**config.mk**
```make
export PLATFORM = sky130hd
export DESIGN_NAME = mem_arb
export DESIGN_NICKNAME = d
export VERILOG_FILES = /design/src/rtl/mem_arb_pkg.sv /design/src/rtl/mem_arb_tagpipe.sv /design/src/rtl/mem_arb.sv
export SDC_FILE = /design/constraint.sdc
export NUM_CORES = 1
export LEC_CHECK = 0
export CORE_MARGIN = 10
export CORE_UTILIZATION = 16
export DETAILED_ROUTE_END_ITERATION = 16
export MAX_ROUTING_LAYER = met4
export PLACE_DENSITY = 0.78
export SYNTH_ARGS = -nofsm -noshare
export SYNTH_HDL_FRONTEND = slang
export SYNTH_SLANG_ARGS = --single-unit
```
**constraint.sdc**
```tcl
create_clock -name clk -period 1.1 [get_ports clk]
set_clock_uncertainty 0.05 [all_clocks]
set_input_delay 0.22 -clock clk [delete_from_list [all_inputs] [get_ports clk]]
set_output_delay 0.22 -clock clk [all_outputs]
set_load 0.005 [all_outputs]
```
**src/rtl/mem_arb_pkg.sv**
```systemverilog
// Shared types for the instruction/data memory arbiter: owner encoding and the
// read-response tag record used by the core and its tag pipeline.
package mem_arb_pkg;

   localparam int unsigned ADDR_W = 32;
   localparam int unsigned DATA_W = 32;

   typedef enum logic {
      OWN_IF = 1'b0,
      OWN_DM = 1'b1
   } owner_e;

   typedef struct packed {
      logic   valid;
      owner_e owner;
   } tag_t;

   // Starve counter width: wide enough for STARVE_MAX, never below 3 bits.
   function automatic int unsigned starve_w(input int unsigned smax);
      int unsigned w;
      w = unsigned'($clog2(smax + 1));
      return (w > 3) ? w : 3;
   endfunction

endpackage

```
**src/rtl/mem_arb_tagpipe.sv**
```systemverilog
// LAT-deep shift register of read-owner tags; the oldest tag marks which port
// owns the memory read data arriving this cycle.
module mem_arb_tagpipe
   import mem_arb_pkg::*;
#(
   parameter int unsigned LAT = 1
) (
   input  logic clk,
   input  logic rst_n,
   input  logic tag_valid_i,
   input  logic tag_owner_i,
   output logic tag_valid_o,
   output logic tag_owner_o
);

   tag_t tag_in;
   tag_t pipe_q [LAT];

   assign tag_in = '{valid: tag_valid_i, owner: owner_e'(tag_owner_i)};

   always_ff @(posedge clk or negedge rst_n) begin
      if (!rst_n) begin
         for (int i = 0; i < int'(LAT); i++) pipe_q[i] <= '0;
      end else begin
         pipe_q[0] <= tag_in;
         for (int i = 1; i < int'(LAT); i++) pipe_q[i] <= pipe_q[i-1];
      end
   end

   assign tag_valid_o = pipe_q[LAT-1].valid;
   assign tag_owner_o = pipe_q[LAT-1].owner;

endmodule

```
**src/rtl/mem_arb.sv**
```systemverilog
// Two-port (fetch/data) single-memory arbiter with pipelined read-response routing.
// Define MEM_ARB_STARVATION_GUARD_EN to force a fetch grant after STARVE_MAX refusals.
module mem_arb
   import mem_arb_pkg::*;
#(
   parameter int unsigned LAT        = 1,
   parameter int unsigned STARVE_MAX = 4
) (
   input  logic        clk,
   input  logic        rst_n,
   input  logic        if_req_i,
   input  logic [31:0] if_addr_i,
   output logic        if_gnt_o,
   output logic        if_rvalid_o,
   output logic [31:0] if_rdata_o,
   input  logic        dm_req_i,
   input  logic        dm_we_i,
   input  logic [31:0] dm_addr_i,
   input  logic [31:0] dm_wdata_i,
   output logic        dm_gnt_o,
   output logic        dm_rvalid_o,
   output logic [31:0] dm_rdata_o,
   output logic        mem_en_o,
   output logic        mem_we_o,
   output logic [31:0] mem_addr_o,
   output logic [31:0] mem_wdata_o,
   input  logic [31:0] mem_rdata_i
);

   logic gnt_if_c;
   logic gnt_dm_c;
   logic rd_gnt_c;
   logic tag_valid;
   logic tag_owner;

`ifdef MEM_ARB_STARVATION_GUARD_EN
   localparam int unsigned SW = starve_w(STARVE_MAX);

   logic [SW-1:0] starve_q;
   logic [SW-1:0] starve_d;
   logic          force_if_c;

   assign force_if_c = if_req_i && (starve_q == SW'(STARVE_MAX));

   always_comb begin
      gnt_dm_c = dm_req_i && !force_if_c;
      gnt_if_c = if_req_i && !gnt_dm_c;
   end

   // Count consecutive cycles the fetch port was refused, saturating.
   always_comb begin
      starve_d = '0;
      if (if_req_i && !gnt_if_c) begin
         starve_d = (starve_q == SW'(STARVE_MAX)) ? starve_q : starve_q + SW'(1);
      end
   end

   always_ff @(posedge clk or negedge rst_n) begin
      if (!rst_n) starve_q <= '0;
      else        starve_q <= starve_d;
   end
`else
   always_comb begin
      gnt_dm_c = dm_req_i;
      gnt_if_c = if_req_i && !dm_req_i;
   end
`endif

   assign rd_gnt_c = (gnt_dm_c && !dm_we_i) || gnt_if_c;

   mem_arb_tagpipe #(
      .LAT (LAT)
   ) u_tagpipe (
      .clk         (clk),
      .rst_n       (rst_n),
      .tag_valid_i (rd_gnt_c),
      .tag_owner_i (gnt_dm_c),
      .tag_valid_o (tag_valid),
      .tag_owner_o (tag_owner)
   );

   // Grant and memory strobe follow the current owner in the same cycle.
   always_comb begin
      if_gnt_o    = 1'b0;
      dm_gnt_o    = 1'b0;
      mem_en_o    = 1'b0;
      mem_we_o    = 1'b0;
      mem_addr_o  = '0;
      mem_wdata_o = '0;
      if (rst_n) begin
         if (gnt_dm_c) begin
            dm_gnt_o    = 1'b1;
            mem_en_o    = 1'b1;
            mem_we_o    = dm_we_i;
            mem_addr_o  = dm_addr_i;
            mem_wdata_o = dm_wdata_i;
         end else if (gnt_if_c) begin
            if_gnt_o   = 1'b1;
            mem_en_o   = 1'b1;
            mem_addr_o = if_addr_i;
         end
      end
   end

   // Route returning read data to the port recorded LAT cycles ago.
   always_comb begin
      if_rvalid_o = 1'b0;
      if_rdata_o  = '0;
      dm_rvalid_o = 1'b0;
      dm_rdata_o  = '0;
      if (rst_n && tag_valid) begin
         if (tag_owner == 1'(OWN_DM)) begin
            dm_rvalid_o = 1'b1;
            dm_rdata_o  = mem_rdata_i;
         end else begin
            if_rvalid_o = 1'b1;
            if_rdata_o  = mem_rdata_i;
         end
      end
   end

endmodule

```
Word level (Yosys, flattened, before mapping)
Cells that the tools add are included.
{ "op_classes": {"reduce_logical": 6, "muxes": 22} }
{ "op_table": {"columns": ["op", "n"], "rows": [
  ["$mux 32", 9],
  ["$mux 1", 13],
  ["$logic_and 1x1->1", 3],
  ["$logic_not 1->1", 2],
  ["$logic_or 1x1->1", 1]
]} }
{ "word_totals": {"register_bits": 2, "elab_cells": 30, "input_bits": 133, "out_inout_bits": 134} }

Depth between registers and ports, before layout
{ "logic_depth": {"word_depth": 5, "depth_mapped": 5, "ltp_nobuf": 2} }

Cells and area by module
From an unflattened synthesis, not the netlist that was laid out.
{ "hier_totals": {"hier_cells": 165, "area_unflattened_um2": 1203.7} }
{ "modules_own_cells": {"columns": ["module", "n_inst", "cells_each", "seq_area_each_um2", "area_each_um2"], "rows": [
  ["mem_arb", 1, 163, 0.0, 1153.6],
  ["mem_arb_tagpipe", 1, 2, 50.0, 50.0]
]} }

Worst setup path before layout
OpenSTA, ideal clock, no wires.
{ "synth_timing": {"path_kind": "register to output", "startpoint": "register u_tagpipe.pipe_q, in the netlist u_tagpipe.tag_owner_o", "endpoint": "output port if_rdata_o[21]", "n_path_buf": 1, "path_stages_with_launch": 4, "t_required_ps": 830, "setup_slack_ps": -107, "t_arrival_ps": 937, "cell_sequence": "dfrtp_1 > and3b_1 > buf_2 > and2_1"} }
{ "synth_between": {"elab_chain_cells": 2} }
{ "synth_lines": {"columns": ["item", "line_no", "text"], "rows": [
  ["from (decl)", "mem_arb_tagpipe.sv:17", "tag_t pipe_q [LAT];"],
  ["$mux 32", "mem_arb.sv:112", "if (tag_owner == 1'(OWN_DM)) begin"],
  ["$mux 32", "mem_arb.sv:111", "if (rst_n && tag_valid) begin"],
  ["to (decl)", "mem_arb.sv:15", "output logic [31:0] if_rdata_o,"]
]} }
Every way passes these cells.

Worst setup path in the final report
{ "layout_timing": {"startpoint": "register u_tagpipe.pipe_q, in the netlist u_tagpipe.tag_valid_o", "endpoint": "output port if_rdata_o[2]"} }
{ "layout_between": {"elab_chain_cells": 2} }
{ "layout_lines": {"columns": ["item", "line_no"], "rows": [
  ["$logic_and 1x1->1", "mem_arb.sv:111"],
  ["$mux 32", "mem_arb.sv:111"]
]} }
Every way passes these cells.

==> results.md <==
- Status: finished, violations left
- Failing checks: setup timing
- Flops & latches, synth: 2
- I/O pins: between 200 and 300
- Critical Path AT: 1390 ps
- Dpl cells: about 520
- Fmax: roughly 600 MHz
- Initial DRC count: just under 80
- Pleak: 2.27 nW
- Fin. max-slew vios: 0
- Synth top area cells: and2_1 33%, a32o_1 26%, and3_1 18%
- Area leader, netlist: and2_1
- Overall die area: 11300 sq um
- Max cap viols: 0
- Detailed Routing Iterations Pass 1: 4
- Max VDD drop: a little over 0.5 mV
- CP Max Fanout: 8
- Clock sinks: 2
- Count of final setup violators: 99
- Asr flop ratio synth: 100%
- Met2 global-route usage: a little over a third
- Via count: approximately 2500
- Predominant post-synthesis flop cell: dfrtp_1
- Final cell count without fillers: 551
- Syn Area/Cell: 7.12 sq um
- DR DRC count: 0
- Die H: ~110 microns
- CP endpoint kind: output port
- Post-synth EDFFs: 0
- H-tree levels: 1
- Starting Density: around 16%
- Largest net degree at the start of global routing: 37
- Slew HR: approximately nine tenths
- RD Place Congestion: slightly above 0.8
- Cells along the critical path: and3b_2 > buf_6 > buf_16 > and2_4 > buf_6
- Fin crit share: 151%
- Final WL: about 12000 microns
- Slowest cell delay on critical path: between 300 and 400 ps
- Max stage delay cell, worst path: dfrtp_1
- Adder-cell share of the synthesized area: 0%
- PortBufs: 266
- CTS tree: done
- Post-route ant nets: 0
- Synth Area in Compound Gates: approximately 27%
- XOR/XNOR Fraction of Synth Area: 0%
- Hold_sp: dm_req_i
- Top cell type's share of synthesized area: about a third
- Mapped Area: ~1200 sq um
- Unique masters post-synth: 16
- Row count: 31
- Post-detail-place hpwl: between 9000 and 10000 microns
- Main combinational cell family by area after synthesis: simple AND/OR/NAND/NOR gates
- Final worst slack: -556 ps
- Total congestion overflow: 0
- Kind of cell adding the most delay to the critical path: simple AND/OR/NAND/NOR gates
- Count leader, synth: and2_1
- Number of global-route vias before repair: 2739
- Synth Area in Simple Gates: between 50% and 60%
- Cell count after synthesis: ~170
- Grt met3 use: under 10%
- Core Area: roughly 7300 sq um
- Clk buf depth: 2
- Clock Pin Slew Worst Setup and Hold Paths: around 30 ps
- Worst setup SP type: flop
- CP most frequent cell: buf_6
- RSZ-0062 raised after global routing: true
- Die Wd: around 110 microns
- Worst Hold Margin: roughly 270 ps
- Global-route wire length before repair: between 15000 and 20000 microns
- Net count after synthesis: about 300
- CTS root buf: clkbuf_8
- Post-route minimum period: ~1700 ps
- Worst path bufs/invs: 3
- Worst setup path category: reg2out
- Yosys warns: 0
- Final-report hold violation count: 0
- Overall Global Routing Usage: 19.1%
- Ant diodes: 0
- WP data required: 830 ps
- Post-layout net count: slightly below 600
- Synth cell count leaders: 63 x and2_1, 35 x and3_1, 31 x a32o_1, 9 x buf_2, 7 x clkbuf_1
- Register area share after synthesis: ~4.2%
- P&R area growth vs syn: 265%
- PD cells: 419 nW/um^2
- GR peak layer: met2
- Hold Crit Class: in2reg
- Worst Setup SP: u_tagpipe.tag_valid_o$_DFF_PN0_
- Antenna violations before repair: 0
- Mux contribution to synthesized area: 0%
- Drt wl/cell: between 20 and 25 microns
- Worst-Margin Slew: 158 ps
- GRT met1 Usage: a little over 20%
- Ratio of cells with drive above 1 in the final layout: between 50% and 60%
- Cts bufs inserted: 3
- Vias per cell: 4.56
[placed cells by master, fill, tap and decap left out, types with 3 or more instances in the layout]
master and count:
buf_16 10, and3_1 31, buf_4 8, buf_12 8
clkbuf_8 3, clkdlybuf4s50_1 94, dlygate4sd2_1 32, buf_6 70
buf_2 79, and3_4 4, a32o_1 31, and2_4 52
and2_1 12, dlymetal6s2s_1 3
[registers in the layout, summed over array words and instances (netlist names)]
| register | count |
|---|---|
| u_tagpipe.tag_valid_o | 1 |
| u_tagpipe.tag_owner_o | 1 |
[cells by family (layout without fill, tap and decap cells)]
| logic type | after synthesis | after routing |
|---|---|---|
| and+or+nand+nor | 106 | 106 |
| AOI/OAI and AO/OA | 33 | 33 |
| buffers and inverters | 27 | 311 |
| DFF | 2 | 2 |
[path summary, 6_finish.rpt]
check,to,cells after the start
min,u_tagpipe.tag_owner_o$_DFF_PN0_,2
min in group asynchronous,u_tagpipe.tag_owner_o$_DFF_PN0_,3
max in group asynchronous,u_tagpipe.tag_valid_o$_DFF_PN0_,3
max,if_rdata_o[2],5
[final cells by class]
class	instances	area, sq um
Multi-Input combinational cell	139	1160
Fill cell	642	2880
Tap cell	99	124
Sequential cell	2	50.0
Clock buffer	3	41.3
Timing Repair Buffer	307	2990
Inverter	1	3.75
[where the power goes]
part / switching, mW / internal [mW]
Combinational: 0.479 / 0.972
Clock: 0.0667 / 0.232
Sequential: 0.00359 / 0.0789
[what timing repair did]
item                                    in CTS  in global routing
gates cloned                                 9                  2
hold buffers                                 1                  0
pin swaps                                   90                 24
endpoints found under the setup margin     135                111
resized for setup                          662                 79
hold endpoints to repair                     2                  0
buffers inserted                             8                  7
[stage by stage]
| step | area, sq um | TNS (ps) | worst slack, ps | total power [mW] | util, % |
|---|---|---|---|---|---|
| 2_1_floorplan | 1200 | -6110 | -88.2 | 0.407 | - |
| 3_3_place_gp | 4000 | -104840 | -981 | 1.36 | 55.1 |
| 3_5_place_dp | 4000 | -106730 | -989 | 1.38 | 55.1 |
| 4_1_cts | 4020 | -40310 | -539 | 1.72 | 55.4 |
| 5_1_grt | 4370 | -41930 | -580 | 1.94 | 60.3 |
| 6_report | 4370 | -39170 | -556 | 1.83 | 60.3 |
[metal layers]
metal | vias up | share of wire (%)
met5 | - | 0
met4 | 0 | 0.60
met3 | 7 | 8.5
met2 | 157 | 53
met1 | 1162 | 38
li1 | 1185 | -
No activity file was read; power rests on OpenSTA's default activity.
